File: src/rtl/mult_arbiter.sv
// mult_arbiter: round-robin front end that shares one int_multiplier between
// two level-held requesters. Latches the granted operands, pulses the
// multiplier start, waits out its WIDTH-cycle latency, then returns the
// product with a one-cycle ack to the granted requester.
module mult_arbiter #(
    parameter int WIDTH = 4
) (
    input  logic                 clk,
    input  logic                 reset,
    input  logic                 req0,
    input  logic                 req1,
    input  logic [WIDTH-1:0]     a0,
    input  logic [WIDTH-1:0]     b0,
    input  logic [WIDTH-1:0]     a1,
    input  logic [WIDTH-1:0]     b1,
    output logic                 ack0,
    output logic                 ack1,
    output logic [2*WIDTH-1:0]   result,
    output logic                 result_id,
    output logic                 busy,
    output logic [WIDTH-1:0]     mul_a,
    output logic [WIDTH-1:0]     mul_b,
    output logic                 mul_start,
    input  logic [2*WIDTH-1:0]   mul_product
);

    localparam int CW = $clog2(WIDTH + 1);

    typedef enum logic [1:0] {IDLE, START, BUSY, DONE} state_t;

    state_t               state_q, state_d;
    logic [CW-1:0]        cnt_q, cnt_d;
    logic                 last_q, last_d;
    logic                 gid_q, gid_d;
    logic [WIDTH-1:0]     mul_a_q, mul_a_d;
    logic [WIDTH-1:0]     mul_b_q, mul_b_d;
    logic [2*WIDTH-1:0]   result_q, result_d;
    logic                 result_id_q, result_id_d;
    logic                 ack0_q, ack0_d;
    logic                 ack1_q, ack1_d;

    logic                 elig0, elig1, gsel;

    // A requester whose ack is high this cycle is still dropping req; mask it.
    assign elig0 = req0 & ~ack0_q;
    assign elig1 = req1 & ~ack1_q;

    // Next-state, grant and datapath capture logic.
    always_comb begin
        state_d     = state_q;
        cnt_d       = cnt_q;
        last_d      = last_q;
        gid_d       = gid_q;
        mul_a_d     = mul_a_q;
        mul_b_d     = mul_b_q;
        result_d    = result_q;
        result_id_d = result_id_q;
        ack0_d      = 1'b0;
        ack1_d      = 1'b0;
        gsel        = 1'b0;
        case (state_q)
            IDLE: begin
                if (elig0 | elig1) begin
                    // Tie goes to the requester not served last.
                    gsel    = (elig0 & elig1) ? ~last_q : elig1;
                    state_d = START;
                    gid_d   = gsel;
                    last_d  = gsel;
                    mul_a_d = gsel ? a1 : a0;
                    mul_b_d = gsel ? b1 : b0;
                end
            end
            START: begin
                state_d = BUSY;
                cnt_d   = '0;
            end
            BUSY: begin
                cnt_d = cnt_q + 1'b1;
                if (cnt_d == CW'(WIDTH)) state_d = DONE;
            end
            DONE: begin
                result_d    = mul_product;
                result_id_d = gid_q;
                ack0_d      = ~gid_q;
                ack1_d      = gid_q;
                state_d     = IDLE;
            end
            default: state_d = IDLE;
        endcase
    end

    // State and output registers with synchronous reset.
    always_ff @(posedge clk) begin
        if (reset) begin
            state_q     <= IDLE;
            cnt_q       <= '0;
            last_q      <= 1'b1;
            gid_q       <= 1'b0;
            mul_a_q     <= '0;
            mul_b_q     <= '0;
            result_q    <= '0;
            result_id_q <= 1'b0;
            ack0_q      <= 1'b0;
            ack1_q      <= 1'b0;
        end else begin
            state_q     <= state_d;
            cnt_q       <= cnt_d;
            last_q      <= last_d;
            gid_q       <= gid_d;
            mul_a_q     <= mul_a_d;
            mul_b_q     <= mul_b_d;
            result_q    <= result_d;
            result_id_q <= result_id_d;
            ack0_q      <= ack0_d;
            ack1_q      <= ack1_d;
        end
    end

    assign ack0      = ack0_q;
    assign ack1      = ack1_q;
    assign result    = result_q;
    assign result_id = result_id_q;
    assign busy      = (state_q != IDLE);
    assign mul_start = (state_q == START);
    assign mul_a     = mul_a_q;
    assign mul_b     = mul_b_q;

endmodule

File: config.mk
export PLATFORM = sky130hd
export DESIGN_NAME = mult_arbiter
export DESIGN_NICKNAME = d
export VERILOG_FILES = /design/src/rtl/mult_arbiter.sv
export SDC_FILE = /design/constraint.sdc
export NUM_CORES = 1
export LEC_CHECK = 0
export ABC_AREA = 1
export CORE_MARGIN = 10
export CORE_UTILIZATION = 42
export DETAILED_ROUTE_END_ITERATION = 16
export PLACE_DENSITY_LB_ADDON = 0.05
export RECOVER_POWER = 100
export REMOVE_ABC_BUFFERS = 1
export SLEW_MARGIN = 25
export SYNTH_ARGS = -nofsm -noshare
export SYNTH_HDL_FRONTEND = slang
export SYNTH_SLANG_ARGS = --single-unit
File: constraint.sdc
create_clock -name clk -period 1.6 [get_ports clk]
set_input_delay 0.32 -clock clk [delete_from_list [all_inputs] [get_ports clk]]
set_output_delay 0.32 -clock clk [all_outputs]
set_load 0.05 [all_outputs]
[Word-level counts from Yosys, hierarchy flattened]
Cells that the tools add are included.
Widths: inputs -> output; s select.
Word-level totals
  flip-flop bits (word level): 26
  input port bits: 28
  output and inout port bits: 21
  logic and storage cells: 39
Operators by class
  $add $sub $neg: 1
  equal/unequal tests: 6
  muxes and demuxes: 7
  bitwise gates (word level): 9
  reductions and logical operators: 6
Operator list (number)
  $mux 4: 2
  $pmux 2 s4: 1
  $pmux 3 s2: 1
  $not 1->1: 5
  $eq 2x2->1 const B: 2
  $mux 2: 2
  $ne 2x2->1 const B: 2
  $reduce_and 2->1: 2
  $reduce_bool 2->1: 2
  $add 3x1->3 const B: 1
  $and 1x1->1: 3
  $eq 3x3->1 const B: 1
  $eq 2x1->1 const B: 1
  $logic_not 2->1: 1
  $reduce_or 2->1: 1
  $mux 1: 1
  $or 1x1->1: 1

[Logic depth before layout (Yosys ltp)]
Gate-level depths: netlist (run 1).
  depth after elaboration: 5
  gate-level depth with buffers: 8
  gate-level depth less buffers: 8

[Worst setup path after synthesis (run 1)]
OpenSTA, ideal clock, no wires.
  kind: flip-flop to flip-flop
  start point: register ack1_q, in the netlist ack1
  end point: register mul_a_q[1], in the netlist mul_a[1]
  library setup time: 0.109 ns
  data arrival time: 1.215 ns
  data required time: 1.491 ns
  slack: 0.276 ns
  stages on the path, launching flop included: 9
  buffers on the path: 1
  period minus slack after synthesis: 1.324 ns
  path through: dfxtp_1 -> inv_1 -> nand2_4 -> nand2_1 -> nand2_2 -> buf_6 -> a21oi_1 -> nand2_1 -> inv_1
On the way
  longest elaborated chain between the ends: 5
  elaborated cells on any way between the ends: 7
  classes of those cells: mux (2); bitwise (4); reduce/logical (1)
Ends and longest elaborated chain
  from (decl): line 40  | logic ack1_q, ack1_d;
  from (signal assigned): line 115  | ack1_q <= ack1_d;
  $not 1->1 *: line 46  | assign elig1 = req1 & ~ack1_q;
  $and 1x1->1 *: line 46
  $and 1x1->1: line 65  | gsel = (elig0 & elig1) ? ~last_q : elig1;
  $mux 1: line 65
  $mux 4: line 69  | mul_a_d = gsel ? a1 : a0;
  to (signal assigned): line 110  | mul_a_q <= mul_a_d;
  to (decl): line 35  | logic [WIDTH-1:0] mul_a_q, mul_a_d;
Every way passes the cells marked *; elsewhere a longest branch is shown, timed or not.
A chain may end at the register's enable or synchronous reset.

[Final worst setup path (run 1)]
  start point: register state_q[1]
  end point: output port busy
On the way
  longest elaborated chain between the ends: 1
Ends and longest elaborated chain
  from (decl): line 31  | state_t state_q, state_d;
  from (signal assigned): line 106  | state_q <= state_d;
  $reduce_bool 2->1: line 123  | assign busy = (state_q != IDLE);
  to (decl): line 20  | output logic busy,
No other way between the ends.

==> qor.txt, run 1 <==
CP delay by family, top = flip-flops
Worst Hold Launch = gid_q
final clock skew = 9.70 ps
via count of the first global-routing pass = 1287
Setup crit start kind = flip-flop
Max Fclk = 0.656 GHz
clock power share = 14.8%
H-tree depth = 1
CP bufs+invs = 3
R2R depth = 5
Synth-to-Final Area Change = 46.8%
CP Data Required Time = 1280 ps
cts hold-fix bufs = 0
peak supply drop = 0.00152 V
# Max-Cap Violations = 0
# rows = 19
# IOs = 49
actual slew at the worst max-slew pin = 326 ps
1st-iter DRT viols = 57
DPL Wire Length = 2600 µm
layout cells sized above 1 = 19.0%
sw frac = 45.0%
register area share after synthesis = 42.6%
CP most frequent cell = inv_1
initial core utilization = 43.9%
R2R setup slack = 370 ps
hold depth = 1
status = finished, final reports clean
TritonCTS clock tree = yes
Slew Viols, Final = 0
clock-pin slew on the worst setup and hold paths = 150 ps
min cycle time layout = 1530 ps
Distinct cells, synth = 21
GRT Total Usage = 11.9%
WS Path Type = reg -> out
Die Ht = 74.0 µm
pre-CTS WS = 30.1 ps
setup violators final = 0
CP arrival = 1210 ps
Power Dens Cells = 1720 nW/µm²
commonest non-fill, non-tap cell in the layout = nand2_1
DRT Pass-1 Iters = 4
reg2reg end = result_id
first-pass GRT wire length = 5370 µm
sink of the worst hold path = ack0
sw power = 0.00139 W
Seq cells post-synth = 26
Mapped Cells = 167
internal power = 0.00170 W
CORE AREA = 2780 µm²
final worst slack = 74.7 ps
die width = 74.0 µm
maximum root-to-sink buffer count = 2
Setup crit end kind = output pin
CTS sink cnt = 26
warnings from Yosys = 0
worst skew pair latency = 320 ps
antenna diode count = 0
Syn Area/Cell = 7.32 µm²
fin crit share = 95.3%
combinational group share of total power = 55.1%
Clock Tree Root = clkbuf_4
slew margin rel. = 78.3%
worst path cell trace = inv_1 > ha_4 > inv_1 > buf_12
CP max FO = 4
Mapped Area = 1220 µm²
Final Hold Viols = 0
grt total ovfl = 0
Routed WL per cell = 12.8 µm
Lkg Pwr = 0.886 nW
Power Total = 0.00309 W
Vias = 1214
vias per cell = 4.82
Reg2Reg Launch Point = state_q[0]
Hold Path Class = reg -> reg
largest net degree at the start of global routing = 16
Post-route DRC = 0
initial antenna violation count = 0
# port buffers = 48
gpl congestion = 0.822
post-route antenna net violation count = 0
die area = 5470 µm²
max incr delay on CP = 380 ps
Seq pwr share = 30.1%
Routed WL = 3220 µm
worst hold slack = 455 ps
CP max stage cell = dfxtp_2
Final #Nets = 257
CTS Buf Count = 3
most frequent cells in the layout = nand2_1 (28), clkdlybuf4s50_1 (27), inv_1 (26)
-- worst max path at each step --
stage | start | to | slack, ps | depth (start not counted)
global placement | req0 | mul_a[2] | 70 | 8
floorplan | ack1 | mul_a[1] | 220 | 8
finish | state_q[1] | busy | 70 | 4
global route | state_q[1] | busy | -10 | 4
CTS | state_q[0] | busy | 10 | 4
detailed placement | req0 | mul_a[2] | 30 | 8
-- Yosys cell counts, drive strengths merged --
library cell | count | share of area (%)
buf | 4 | 2.4
nor2 | 20 | 6.1
inv | 29 | 8.9
a211oi | 1 | 0.61
nand3 | 23 | 9.8
a21oi | 14 | 6.0
nand4 | 1 | 0.51
nand2 | 31 | 11
nand3b | 1 | 0.61
a31o | 1 | 0.72
ha | 7 | 7.2
o21ai | 8 | 3.3
clkinv | 1 | 0.31
dfxtp | 26 | 43
-- logic make-up after synthesis --
group	Yosys count	synth area share [%]
AO/OA/AOI/OAI	24	10.6
adder cells (fa/ha/maj)	7	7.16
buffers and inverters	34	11.6
flip-flops	26	42.6
AND/OR/NAND/NOR	76	28.0
-- power groups by stage --
| stage | combinational [W] | sequential [W] | clock [W] |
|---|---|---|---|
| 2_1_floorplan | 0.000657 | 0.00135 | 0 |
| 3_3_place_gp | 0.00162 | 0.000928 | 0 |
| 3_5_place_dp | 0.00165 | 0.000939 | 0 |
| 4_1_cts | 0.00167 | 0.000929 | 0.000462 |
| 5_1_grt | 0.00187 | 0.000949 | 0.000486 |
| 6_report | 0.00170 | 0.000930 | 0.000458 |
-- layout make-up --
class                      count  area [µm²]
clock buffer                   3        22.5
timing repair buffer          54         494
tap                           31        38.8
fill                         249         987
clock inverter                 1        30.0
multi-input combinational    107         573
inverter                      30         113
sequential                    26         523
-- stage by stage --
| step | instance area, µm² | setup TNS [ps] | util (%) | cells |
|---|---|---|---|---|
| finish | 1790 | 0 | 64.5 | 252 |
| global route | 1790 | -9.72 | 64.5 | 252 |
| CTS | 1780 | 0 | 64.0 | 251 |
| detailed placement | 1720 | 0 | 61.9 | 247 |
| global placement | 1720 | 0 | 61.9 | 247 |
| floorplan | 1190 | 0 | - | 163 |
-- what timing repair did --
action                                  CTS  global route
setup buffers                             0             1
resized for setup                         3             2
pin swaps                                 0             0
endpoints found under the setup margin    1             1
cloned                                    0             0
-- registers in the layout (all words and copies together) (netlist names) --
signal and cells:
ack0 1, ack1 1, cnt_q 3, gid_q 1, last_q 1, mul_a 4, mul_b 4, result 8
result_id 1, state_q 2
-- per-layer routing --
layer  share of wire [%]  wire (µm)  GRT usage [%]
met3                 5.5        178           3.72
met5                   0          0              0
met2                  55       1760           22.2
met4                0.84         27           3.31
met1                  39       1260           12.6
Note: power is estimated with default switching activity, not from simulation.
==> inputs of run 2 (changes only) <==
--- a/config.mk
+++ b/config.mk
@@ -7,11 +7,13 @@
 export LEC_CHECK = 0
 export ABC_AREA = 1
 export CORE_MARGIN = 10
-export CORE_UTILIZATION = 42
+export CORE_UTILIZATION = 60
 export DETAILED_ROUTE_END_ITERATION = 16
+export DONT_BUFFER_PORTS = 1
 export PLACE_DENSITY_LB_ADDON = 0.05
 export RECOVER_POWER = 100
 export REMOVE_ABC_BUFFERS = 1
+export SKIP_LAST_GASP = 1
 export SLEW_MARGIN = 25
 export SYNTH_ARGS = -nofsm -noshare
 export SYNTH_HDL_FRONTEND = slang
==> qor.txt, run 2 (same netlist as run 1, synthesis figures left out) <==
status = finished, final reports clean
Lkg Pwr = 0.672 nW (-24%)
CTS sink cnt = 26 (unchanged)
area of the multi-input gates = 557 µm² (-2.8%)
Worst Hold Launch = reset
min cycle time layout = 1530 ps (+9.42 ps)
# rows = 16 (-3)
CP Data Required Time = 1280 ps (about the same)
CTS Buf Count = 3 (unchanged)
# IOs = 49 (unchanged)
DRT Pass-1 Iters = 4 (unchanged)
final clock skew = 0.720 ps (-8.98 ps)
Clock Tree Root = clkbuf_4
DPL Wire Length = 2290 µm (-12%)
post-route antenna net violation count = 0 (unchanged)
Design Area, Final = 1320 µm² (-26%)
H-tree depth = 1 (unchanged)
final worst slack = 65.3 ps (-9.42 ps)
Setup crit end kind = output pin
initial core utilization = 63.0% (+19 points)
Reg2Reg Launch Point = state_q[0]
# port buffers = 0 (-100%)
1st-iter DRT viols = 32 (-44%)
largest net degree at the start of global routing = 15 (-1)
Post-route DRC = 0 (unchanged)
actual slew at the worst max-slew pin = 530 ps (+204 ps)
most frequent cells in the layout = nand2_1 (29), inv_1 (27), dfxtp_1 (24)
total negative slack = 0 ps (unchanged)
CORE AREA = 1940 µm² (-30%)
Vias = 1059 (-13%)
RSZ-0062 raised after global routing = no
CP Launch Point = state_q[0]
antenna diode count = 0 (unchanged)
WS Path Type = reg -> out
# fillers = 195 (-22%)
Setup crit start kind = flip-flop
placed instance area = 1290 µm² (-25%)
Final Hold Viols = 0 (unchanged)
Slew Viols, Final = 0 (unchanged)
max reg flops = 8 (unchanged)
first-pass GRT wire length = 4580 µm (-15%)
via count of the first global-routing pass = 1084 (-16%)
die area = 4240 µm² (-22%)
vias per cell = 5.19 (+7.8%)
commonest non-fill, non-tap cell in the layout = nand2_1
sequential cell area = 523 µm² (unchanged)
initial antenna violation count = 0 (unchanged)
# Max-Cap Violations = 0 (unchanged)
Routed WL = 2900 µm (-9.9%)
die width = 65.1 µm (-12%)
pre-CTS WS = 236 ps (+206 ps)
grt total ovfl = 0 (unchanged)
setup violators final = 0 (unchanged)
Synth-to-Final Area Change = 8.19%
clock-pin slew on the worst setup and hold paths = 130 ps (-20 ps)
fin crit share = 95.9% (+0.59 points)
Power Dens Cells = 1970 nW/µm² (+14%)
Max Fclk = 0.652 GHz (-0.61%)
CP arrival = 1210 ps (about the same)
worst hold slack = 52.4 ps (-403 ps)
layout cells sized above 1 = 12.4% (-6.6 points)
Routed WL per cell = 14.2 µm (+11%)
GRT Total Usage = 13.3% (+1.4 points)
Die Ht = 65.1 µm (-12%)
TritonCTS clock tree = yes
Hold Path Class = in -> reg
slew margin rel. = 64.6% (-14 points)
peak supply drop = 0.00116 V (-24%)
worst skew pair latency = 310 ps (about the same)
Final #Nets = 213 (-17%)
gpl congestion = 0.753 (-8.4%)
CP max FO = 3 (-1)
maximum root-to-sink buffer count = 2 (unchanged)
-- run 2: changes by cell type in the layout (fill, tap and decap cells not counted), sizes merged --
cell	before	now
clkdlybuf4s50	27	0
buf	26	2
bufinv	1	0
clkbuf	4	12
-- run 2: power by group --
group          internal (W)  switching (W)  total [W]
sequential         0.000821       0.000393    0.00121
combinational      0.000330       0.000733    0.00106
clock              0.000139       0.000186   0.000325
-- run 2: through the flow --
stage | utilization (%) | power [W] | std cells
finish | 68.1 | 0.00260 | 204
CTS | 69.3 | 0.00266 | 204
global placement | 66.7 | 0.00225 | 199
global route | 68.1 | 0.00276 | 204
detailed placement | 66.7 | 0.00230 | 199
floorplan | - | 0.00200 | 163
-- run 2: routing by layer --
| metal | part of all wire [%] | global-route usage, % |
|---|---|---|
| met1 | 39 | 11.6 |
| met2 | 51 | 25.4 |
| met3 | 8.9 | 6.44 |
| met5 | 0 | 0 |
| met4 | 1.1 | 5.61 |
-- run 2: final timing paths --
path | to | slack (ps) | cells past startpoint
worst max-delay path | mul_start | 70 | 3
worst max register to register | mul_a[1] | 170 | 7
worst min-delay path | cnt_q[2] | 50 | 1
worst min register to register | ack0 | 460 | 1
-- run 2: area by class of cell --
cell class,count,share of cell area [%]
clock buffer,4,2.74
inverter,30,8.51
multi-input combinational,107,42.1
sequential,26,39.5
tap,27,2.55
timing repair buffer,10,4.54
-- run 2: worst max-delay path: stages, from the launching register on --
cell and delay [ps]:
dfxtp_2 360, buf_4 140, ha_1 190, clkbuf_4 210
-- run 2: timing repair --
item / in CTS / in global routing
endpoints found under the setup margin: 1 / 1
setup buffers: 1 / 0
hold buffers: 0 / 0
resized for setup: 3 / 1
